File: config.mk
export PLATFORM = sky130hd
export DESIGN_NAME = morse_receiver
export DESIGN_NICKNAME = d
export VERILOG_FILES = /design/src/rtl/morse_receiver.sv
export SDC_FILE = /design/constraint.sdc
export NUM_CORES = 1
export LEC_CHECK = 0
export CAP_MARGIN = 20
export CORE_ASPECT_RATIO = 1.2
export CORE_MARGIN = 4
export CORE_UTILIZATION = 30
export CTS_BUF_LIST = sky130_fd_sc_hd__clkbuf_16
export CTS_CLUSTER_DIAMETER = 60
export DETAILED_ROUTE_END_ITERATION = 8
export DONT_BUFFER_PORTS = 1
export PLACE_DENSITY_LB_ADDON = 0.08
export SLEW_MARGIN = 25
export SYNTH_ARGS = -nofsm -noshare
export SYNTH_HDL_FRONTEND = slang
export SYNTH_SLANG_ARGS = --single-unit
File: constraint.sdc
create_clock -name CLOCK_50 -period 6.7 [get_ports CLOCK_50]
set_clock_uncertainty 0.2 [all_clocks]
set_input_delay 1.005 -clock CLOCK_50 [delete_from_list [all_inputs] [get_ports CLOCK_50]]
set_output_delay 1.005 -clock CLOCK_50 [all_outputs]
set_load 0.02 [all_outputs]
File: src/rtl/morse_receiver.sv
// Morse receiver for letters A-H: synchronizes the key, times marks/spaces in
// TICK_COUNT units and decodes the symbol buffer. Define MORSE_HEX_EN for HEX0 segment output.
module morse_receiver #(
  parameter int TICK_COUNT = 25000000
) (
  input  logic       CLOCK_50,
  input  logic       reset,
  input  logic       key_in,
  output logic [2:0] letter,
  output logic       letter_valid,
  output logic       error,
  output logic [6:0] HEX0
);

  typedef enum logic [1:0] {IDLE, MARK, SPACE} state_t;

  localparam logic [26:0] DIV_LAST = 27'(TICK_COUNT - 1);

  logic        sync1_q, sync2_q, key_prev_q;
  state_t      state_q, state_d;
  logic [26:0] div_q, div_d;
  logic [2:0]  run_q, run_d;
  logic [3:0]  sym_q, sym_d;
  logic [2:0]  cnt_q, cnt_d;
  logic [2:0]  letter_q, letter_d;
  logic        valid_q, valid_d;
  logic        err_q, err_d;
  logic        key_rise, key_fall, key_edge, tick;
  logic        dec_hit;
  logic [2:0]  dec_idx;

  assign key_rise = sync2_q & ~key_prev_q;
  assign key_fall = ~sync2_q & key_prev_q;
  assign key_edge = key_rise | key_fall;
  // An edge restarts timing, so a coincident tick is dropped.
  assign tick = (state_q != IDLE) && !key_edge && (div_q == DIV_LAST);

  // Buffer is left-shifted, so the first symbol sits at bit cnt-1.
  always_comb begin
    dec_hit = 1'b1;
    dec_idx = 3'd0;
    case ({cnt_q, sym_q})
      {3'd2, 4'b0001}: dec_idx = 3'd0;
      {3'd4, 4'b1000}: dec_idx = 3'd1;
      {3'd4, 4'b1010}: dec_idx = 3'd2;
      {3'd3, 4'b0100}: dec_idx = 3'd3;
      {3'd1, 4'b0000}: dec_idx = 3'd4;
      {3'd4, 4'b0010}: dec_idx = 3'd5;
      {3'd3, 4'b0110}: dec_idx = 3'd6;
      {3'd4, 4'b0000}: dec_idx = 3'd7;
      default:         dec_hit = 1'b0;
    endcase
  end

  always_comb begin
    state_d  = state_q;
    div_d    = div_q;
    run_d    = run_q;
    sym_d    = sym_q;
    cnt_d    = cnt_q;
    letter_d = letter_q;
    valid_d  = 1'b0;
    err_d    = 1'b0;

    if (state_q == IDLE || key_edge) begin
      div_d = '0;
      run_d = '0;
    end else if (tick) begin
      div_d = '0;
      run_d = (run_q == 3'd7) ? 3'd7 : run_q + 3'd1;
    end else begin
      div_d = div_q + 27'd1;
    end

    case (state_q)
      IDLE: begin
        if (key_rise) state_d = MARK;
      end
      MARK: begin
        if (key_fall) begin
          if (run_q >= 3'd5 || cnt_q == 3'd4) begin
            err_d   = 1'b1;
            sym_d   = '0;
            cnt_d   = '0;
            state_d = IDLE;
          end else begin
            sym_d   = {sym_q[2:0], (run_q >= 3'd2)};
            cnt_d   = cnt_q + 3'd1;
            state_d = SPACE;
          end
        end
      end
      SPACE: begin
        if (key_rise) begin
          state_d = MARK;
        end else if (tick && run_q == 3'd1) begin
          if (dec_hit) begin
            letter_d = dec_idx;
            valid_d  = 1'b1;
          end else begin
            err_d = 1'b1;
          end
          sym_d   = '0;
          cnt_d   = '0;
          state_d = IDLE;
        end
      end
      default: state_d = IDLE;
    endcase
  end

  always_ff @(posedge CLOCK_50 or posedge reset) begin
    if (reset) begin
      sync1_q    <= 1'b0;
      sync2_q    <= 1'b0;
      key_prev_q <= 1'b0;
      state_q    <= IDLE;
      div_q      <= '0;
      run_q      <= '0;
      sym_q      <= '0;
      cnt_q      <= '0;
      letter_q   <= '0;
      valid_q    <= 1'b0;
      err_q      <= 1'b0;
    end else begin
      sync1_q    <= key_in;
      sync2_q    <= sync1_q;
      key_prev_q <= sync2_q;
      state_q    <= state_d;
      div_q      <= div_d;
      run_q      <= run_d;
      sym_q      <= sym_d;
      cnt_q      <= cnt_d;
      letter_q   <= letter_d;
      valid_q    <= valid_d;
      err_q      <= err_d;
    end
  end

  assign letter       = letter_q;
  assign letter_valid = valid_q;
  assign error        = err_q;

`ifdef MORSE_HEX_EN
  logic       shown_q, shown_d;
  logic [6:0] seg;

  assign shown_d = shown_q | valid_d;

  always_ff @(posedge CLOCK_50 or posedge reset) begin
    if (reset) shown_q <= 1'b0;
    else       shown_q <= shown_d;
  end

  always_comb begin
    seg = 7'h7F;
    case (letter_q)
      3'd0: seg = 7'h08;
      3'd1: seg = 7'h03;
      3'd2: seg = 7'h46;
      3'd3: seg = 7'h21;
      3'd4: seg = 7'h06;
      3'd5: seg = 7'h0E;
      3'd6: seg = 7'h42;
      3'd7: seg = 7'h09;
      default: seg = 7'h7F;
    endcase
  end

  assign HEX0 = shown_q ? seg : 7'h7F;
`else
  assign HEX0 = '1;
`endif

endmodule

==> impl_metrics.py, run 1 <==
metrics = {
    "status": {
        "outcome": "completed",
    },
    "pwr": {
        "power_per_cell_area_nw_per_um2": 277.6,
        "ir_worst_vdd_v": 0.00009916,
        "power.static_leakage_nw": 1.312,
    },
    "timing": {
        "final_hold_viol_count": 0,
        "totalNegativeSetupSlack_ps": 0,
        "fin_crit_sh_pct": 38.43,
        "fin_worst_hold_slack_ps": 147.8,
        "achievable-frequency_mhz": 388.4,
        "fin_ws_ps": 4125,
        "worst_pin_slew_ps": 939.7,
        "relSlewSlack_pct": 36.83,
        "grt_setup_unrepaired": "false",
        "period_needed_ps": 2575,
        "slew_viol_final": 0,
        "setup_viol_count_final": 0,
    },
    "synth": {
        "ys_dominant_reg_cell": "dfrtp_1",
        "post_synth.cell_area_avg_um2": 9.785,
        "syn_area_um2": 2671,
        "post_synth_inst_count": 273,
        "async_flop_share_pct": 100.0,
        "synth.ff_latch_count": 47,
        "yosys_warnings": 0,
        "synth_enable_flop_cells": 0,
        "yosysSeqAreaShare_pct": 44.03,
        "yosys.cell_types.count": 52,
    },
    "finish": {
        "layout-area-overhead-vs-synth_pct": 10.21,
        "nets": 289,
        "num_antenna_cells": 0,
        "proportion_of_layout_cells_with_a_drive_suffix_above_1_pct": 8.791,
        "final_core_util_pct": 34.19,
        "fill_cells": 918,
        "postLayoutCellArea_um2": 2944,
    },
    "grt": {
        "largest_net_degree_at_the_start_of_global_routing": 48,
        "grt_pass1_vias": 2035,
        "grt.overflow.total": 0,
        "gr-usage-all-layers_pct": 11.78,
        "antenna_found_initial": 0,
        "grt_first_pass_wirelength_um": 9922,
    },
    "cts": {
        "root_buffer": "clkbuf_16",
        "cts_tree": "yes",
        "clk-insertion-delay-late_ps": 290,
        "cts.repair.resized": 0,
        "clkSinkCount": 47,
        "cts_hold_repair.buffers": 0,
        "clk_path_buf_depth": 2,
        "htree_num_levels": 2,
        "cts_made_buffers": 5,
        "clkTransAtPathRegs_ps": 70,
        "cts_setup_buffers": 0,
    },
    "die": {
        "floorplan.initialDensity_pct": 31.02,
        "rows": 37,
        "die-width_um": 94.14,
        "core_area_um2": 8611,
        "die_height_um": 111.4,
        "die-area_um2": 10480,
        "ports_placed_on_the_boundary": 15,
    },
    "place": {
        "finalWeightedCongestion": 0.7375,
        "placement.cell_area_um2": 2750,
        "port-buffer-count": 0,
        "detailedPlacementHpwl_um": 3885,
        "pre_cts_ws_ps": 4122,
    },
    "setup_path": {
        "critPathMaxFanout": 5,
        "worst-endpoint-arrival_ps": 2550,
        "end_kind": "register",
        "startpoint_type": "register",
        "worst-setup-path-type": "reg -> reg",
        "worst-endpoint-required_ps": 6680,
    },
    "route": {
        "postRouteWirelength_um": 5580,
        "routed_via_density": 4.774,
        "antenna_left": 0,
        "drc": 0,
        "firstDrtPassIters": 5,
        "drt_first_iter_violations": 48,
        "vias_after_detailed_routing": 1862,
        "routedWlPerCell_um": 14.31,
    },
    "flow_run": {
        "max-cap-violations": 0,
    },
    "hold_path": {
        "hold_path_class": "reg -> reg",
    },
}
area by class of cell:
| cell class | count | area (µm²) | share of cell area [%] |
|---|---|---|---|
| clock buffer | 5 | 125.1 | 4.250 |
| clock inverter | 3 | 63.81 | 2.167 |
| inverter | 11 | 41.29 | 1.402 |
| multi-input combinational | 206 | 1384 | 47.00 |
| sequential | 47 | 1176 | 39.95 |
| tap | 117 | 146.4 | 4.972 |
| timing repair buffer | 1 | 7.507 | 0.2550 |
registers in the layout, summed over array words and instances, names as in the netlist:
signal and count:
cnt_q 3, div_q 27, error 1, key_prev_q 1, letter 3, letter_valid 1, run_q 3, state_q 2
sym_q 4, sync1_q 1, sync2_q 1
power breakdown:
part	leakage, nW	internal (mW)	total (mW)	switching (mW)
registers	0.646	0.299	0.318	0.0184
clock network	0.0952	0.213	0.323	0.110
logic	0.570	0.0656	0.177	0.111
Yosys cell counts, drive strengths merged (2+ instances only):
cell	count	area share, %
nor4	4	1.4
nand3b	2	0.56
nor3	9	1.7
mux2	2	0.84
dfrtp	47	44
and3b	2	0.66
inv	11	1.5
nor4b	3	0.98
or2	2	0.56
o21ai	7	1.3
a21oi	4	0.75
and4	3	1.1
nand2b	3	0.80
buf	13	3.2
nand4	10	2.6
clkbuf	2	0.47
a21o	9	2.5
nand2	16	2.2
xor2	20	6.6
xnor2	6	2.0
or3b	2	0.66
ha	14	6.6
and3	7	1.6
nand3	14	2.6
nor2b	2	0.47
nor2	39	5.5
a22o	4	1.3
cells in the final DEF (no fill, tap or decap), drive strengths merged, types with 4 or more instances in the layout:
cell,Yosys,layout
dfrtp,47,47
nor2,39,39
inv,11,12
nor3,9,9
xor2,20,20
a21o,9,9
nand4,10,10
ha,14,14
and3,7,7
a21oi,4,4
xnor2,6,6
o21ai,7,7
clkbuf,2,5
nand2,16,16
conb,1,7
nor4,4,4
a22o,4,4
nand3,14,14
critical path, stage by stage (launching register included):
cell and delay [ps]:
dfrtp_1 420, inv_1 100, ha_1 230, nand2b_2 230, or3b_2 520, nor3b_2 270, nand3b_1 190, mux2_2 320
routing by layer:
layer / routed length (µm) / track usage (%) / vias to the layer above
li1: - / - / 935
met1: 2508 / 13.92 / 907
met3: 94 / 2.230 / 5
met5: 0 / 0 / -
met4: 54 / 3.950 / 0
met2: 2923 / 21.07 / 15
final timing paths:
kind | from | to | slack [ps] | cells past startpoint
setup / recovery | state_q[0] | letter[1] | 4130 | 7
hold / removal | sync1_q | sync2_q | 150 | 0
setup reg to reg | state_q[0] | letter[1] | 4130 | 7
hold reg to reg | sync1_q | sync2_q | 150 | 0
max in group asynchronous | reset | state_q[0] | 5320 | 2
min in group asynchronous | reset | sym_q[3] | 560 | 2
kinds of logic after synthesis:
group | share of synthesized area (%)
AOI/OAI and AO/OA | 9.321
other | 0.1404
and+or+nand+nor | 25.01
xor gates and xnor gates | 8.525
buffers and inverters | 5.199
DFF | 44.03
adders and majority gates | 6.557
muxes | 1.218
metrics by stage:
stage | instances | power, mW
final | 390 | 0.8173
after global routing | 390 | 0.8714
after CTS | 390 | 0.8327
after detailed placement | 382 | 0.5048
after global placement | 382 | 0.5074
after floorplan | 279 | 0.4631
Note: power is estimated with default switching activity, not from simulation.
==> inputs of run 2 (changes only) <==
clock period = 2.1 ns   (was 6.7 ns; I/O delays follow)
==> run 2 against run 1 <==
Die area unchanged. Design area increased by 23%. Largest power group is now combinational logic. The run now ends with setup timing left. Via count increased by 15%. Sequential share of layout area decreased by 7.4 points. Fmax increased by 16%. Worst setup slack got worse by 4200 ps. Non-clock buffer count increased by 73. Register-to-register slack got worse by 4200 ps. Critical path depth unchanged. Clock power increased by 130%.
==> impl_metrics.py, run 2 (synthesized netlist as in run 1, its figures left out) <==
metrics = {
    "status": {
        "outcome": "finished with violations",
        "failed_checks": "setup timing",
    },
    "cts": {
        "root_buffer": "clkbuf_16",
        "clkSinkCount": 47,
        "clk_path_buf_depth": 2,
        "cts_made_buffers": 5,
        "clk-insertion-delay-late_ps": 280,
        "htree_num_levels": 2,
        "cts_tree": "yes",
        "clkTransAtPathRegs_ps": 60,
    },
    "setup_path": {
        "worst_path_cell_trace": "ha_2, ha_4, and3b_2, a2111oi_4, a21o_1, nand3b_1, mux2_4",
        "critical-path-max-stage-delay_ps": 410,
        "startpoint_type": "register",
        "worst-endpoint-required_ps": 2070,
        "timing.rr.start": "cnt_q[1]",
        "rr_worst_depth": 7,
        "worst-setup-path-type": "reg -> reg",
        "r2r_setup_slack_ps": -120,
        "critPathMaxFanout": 4,
        "end_kind": "register",
        "crit_path_top_delay_cell": "dfrtp_1",
        "rr_endpoint": "letter[1]",
        "worst-endpoint-arrival_ps": 2190,
    },
    "hold_path": {
        "hold_path_class": "reg -> reg",
        "worst_hold_path.endpoint": "sync2_q",
        "holdPathStages": 0,
        "worst_hold_startpoint": "sync1_q",
    },
    "place": {
        "finalWeightedCongestion": 0.7651,
        "dp_cells": 445,
        "detailedPlacementHpwl_um": 4608,
        "pre_cts_ws_ps": -190.9,
        "placement.cell_area_um2": 3241,
        "port-buffer-count": 0,
    },
    "pwr": {
        "netSwitchingPower_mw": 0.8541,
        "ir_worst_vdd_v": 0.0002899,
        "intPower_mw": 1.911,
        "power.static_leakage_nw": 1.706,
        "power_frac_comb_pct": 36.6,
        "power_per_cell_area_nw_per_um2": 766.0,
        "swShare_pct": 30.89,
        "seq_power_share_pct": 35.9,
        "clkPwrFrac_pct": 27.4,
        "total_power_consumption_mw": 2.765,
    },
    "timing": {
        "period_needed_ps": 2220,
        "fin_ws_ps": -119.6,
        "fin_worst_hold_slack_ps": 151.5,
        "final_hold_viol_count": 0,
        "grt_setup_unrepaired": "true",
        "fin_crit_sh_pct": 105.7,
        "totalNegativeSetupSlack_ps": -931.3,
        "achievable-frequency_mhz": 450.5,
        "slew_viol_final": 0,
        "setup_viol_count_final": 11,
    },
    "finish": {
        "largest_registers": "div_q x27, sym_q x4",
        "registers.top_by_ff_count": "div_q",
        "layout.cells.most_common_list": "buf_4 (70), dfrtp_1 (47), nor2_1 (38)",
        "fin_cells": 462,
        "layout_commonest_cell": "buf_4",
        "largest_register_ff_count": 27,
        "final_core_util_pct": 41.92,
        "proportion_of_layout_cells_with_a_drive_suffix_above_1_pct": 31.88,
        "nets": 362,
        "layout-area-overhead-vs-synth_pct": 35.13,
        "num_antenna_cells": 0,
        "postLayoutCellArea_um2": 3610,
    },
    "route": {
        "routedWlPerCell_um": 13.61,
        "vias_after_detailed_routing": 2147,
        "antenna_left": 0,
        "firstDrtPassIters": 4,
        "drt_first_iter_violations": 41,
        "drc": 0,
        "routed_via_density": 4.647,
        "postRouteWirelength_um": 6290,
    },
    "die": {
        "die-width_um": 94.14,
        "die_height_um": 111.4,
        "rows": 37,
        "ports_placed_on_the_boundary": 15,
        "floorplan.initialDensity_pct": 31.02,
        "core_area_um2": 8611,
        "die-area_um2": 10480,
    },
    "grt": {
        "gr-usage-all-layers_pct": 12.67,
        "largest_net_degree_at_the_start_of_global_routing": 28,
        "antenna_found_initial": 0,
        "grt_first_pass_wirelength_um": 10650,
        "grt_pass1_vias": 2221,
        "grt.overflow.total": 0,
    },
    "flow_run": {
        "max-cap-violations": 0,
    },
}
## run 2: changes by cell type in the layout (fill, tap and decap cells not counted), moves of 2 or more
| cell | previous run | this run |
|---|---|---|
| dlygate4sd3_1 | 0 | 2 |
| ha_1 | 14 | 9 |
| buf_4 | 1 | 70 |
| mux2_4 | 0 | 2 |
| mux2_2 | 2 | 0 |
| bufinv_16 | 2 | 0 |
| nor4b_2 | 0 | 2 |
| inv_1 | 11 | 9 |
| nor4b_1 | 3 | 1 |
| ha_4 | 0 | 4 |
## run 2: metal layers
metal  part of all wire (%)  GRT usage (%)
met5                      0              0
met3                    1.7          2.297
met1                     45          15.38
met2                     53          23.06
met4                   0.57          2.697
## run 2: repair_timing
action                                  4_1_cts  5_1_grt
setup buffers                                 6        3
gates resized for setup                      12       18
hold buffers                                  2        0
endpoints found under the setup margin       14       41
gates cloned                                  0        0
pin swaps                                     5        5
hold endpoints to repair                     21        0
## run 2: final cells by class
cell class	instances	area (µm²)
well taps	117	146.4
multi-input cells	206	1535
repair buffers	74	576.8
fillers	870	5001
clock buffers	5	125.1
inverters	11	41.29
clock inverters	2	8.758
flip-flops and latches	47	1176
## run 2: worst max-delay path by stage
stage | slack [ps] | depth (start not counted) | startpoint | end
2_1_floorplan | -180 | 6 | div_q[0] | cnt_q[0]
3_3_place_gp | -190 | 7 | cnt_q[0] | letter[2]
3_5_place_dp | -190 | 6 | div_q[1] | cnt_q[2]
4_1_cts | -100 | 6 | key_prev_q | letter[1]
5_1_grt | -180 | 7 | cnt_q[1] | letter[2]
6_report | -120 | 7 | cnt_q[1] | letter[1]
## run 2: power by group through the flow
stage	registers (mW)	logic [mW]	clock network, mW
6_report	0.993	1.01	0.759
5_1_grt	0.998	1.12	0.836
4_1_cts	0.991	0.957	0.798
3_5_place_dp	1.01	0.849	0
3_3_place_gp	1.00	0.855	0
2_1_floorplan	1.02	0.463	0
## run 2: critical path: cells and delay by family (launching register included)
| kind | cells | cell delay [ps] |
|---|---|---|
| muxes | 1 | 320 |
| adders and majority gates | 2 | 350 |
| and+or+nand+nor | 2 | 440 |
| AOI/OAI and AO/OA | 2 | 390 |
| DFF | 1 | 410 |
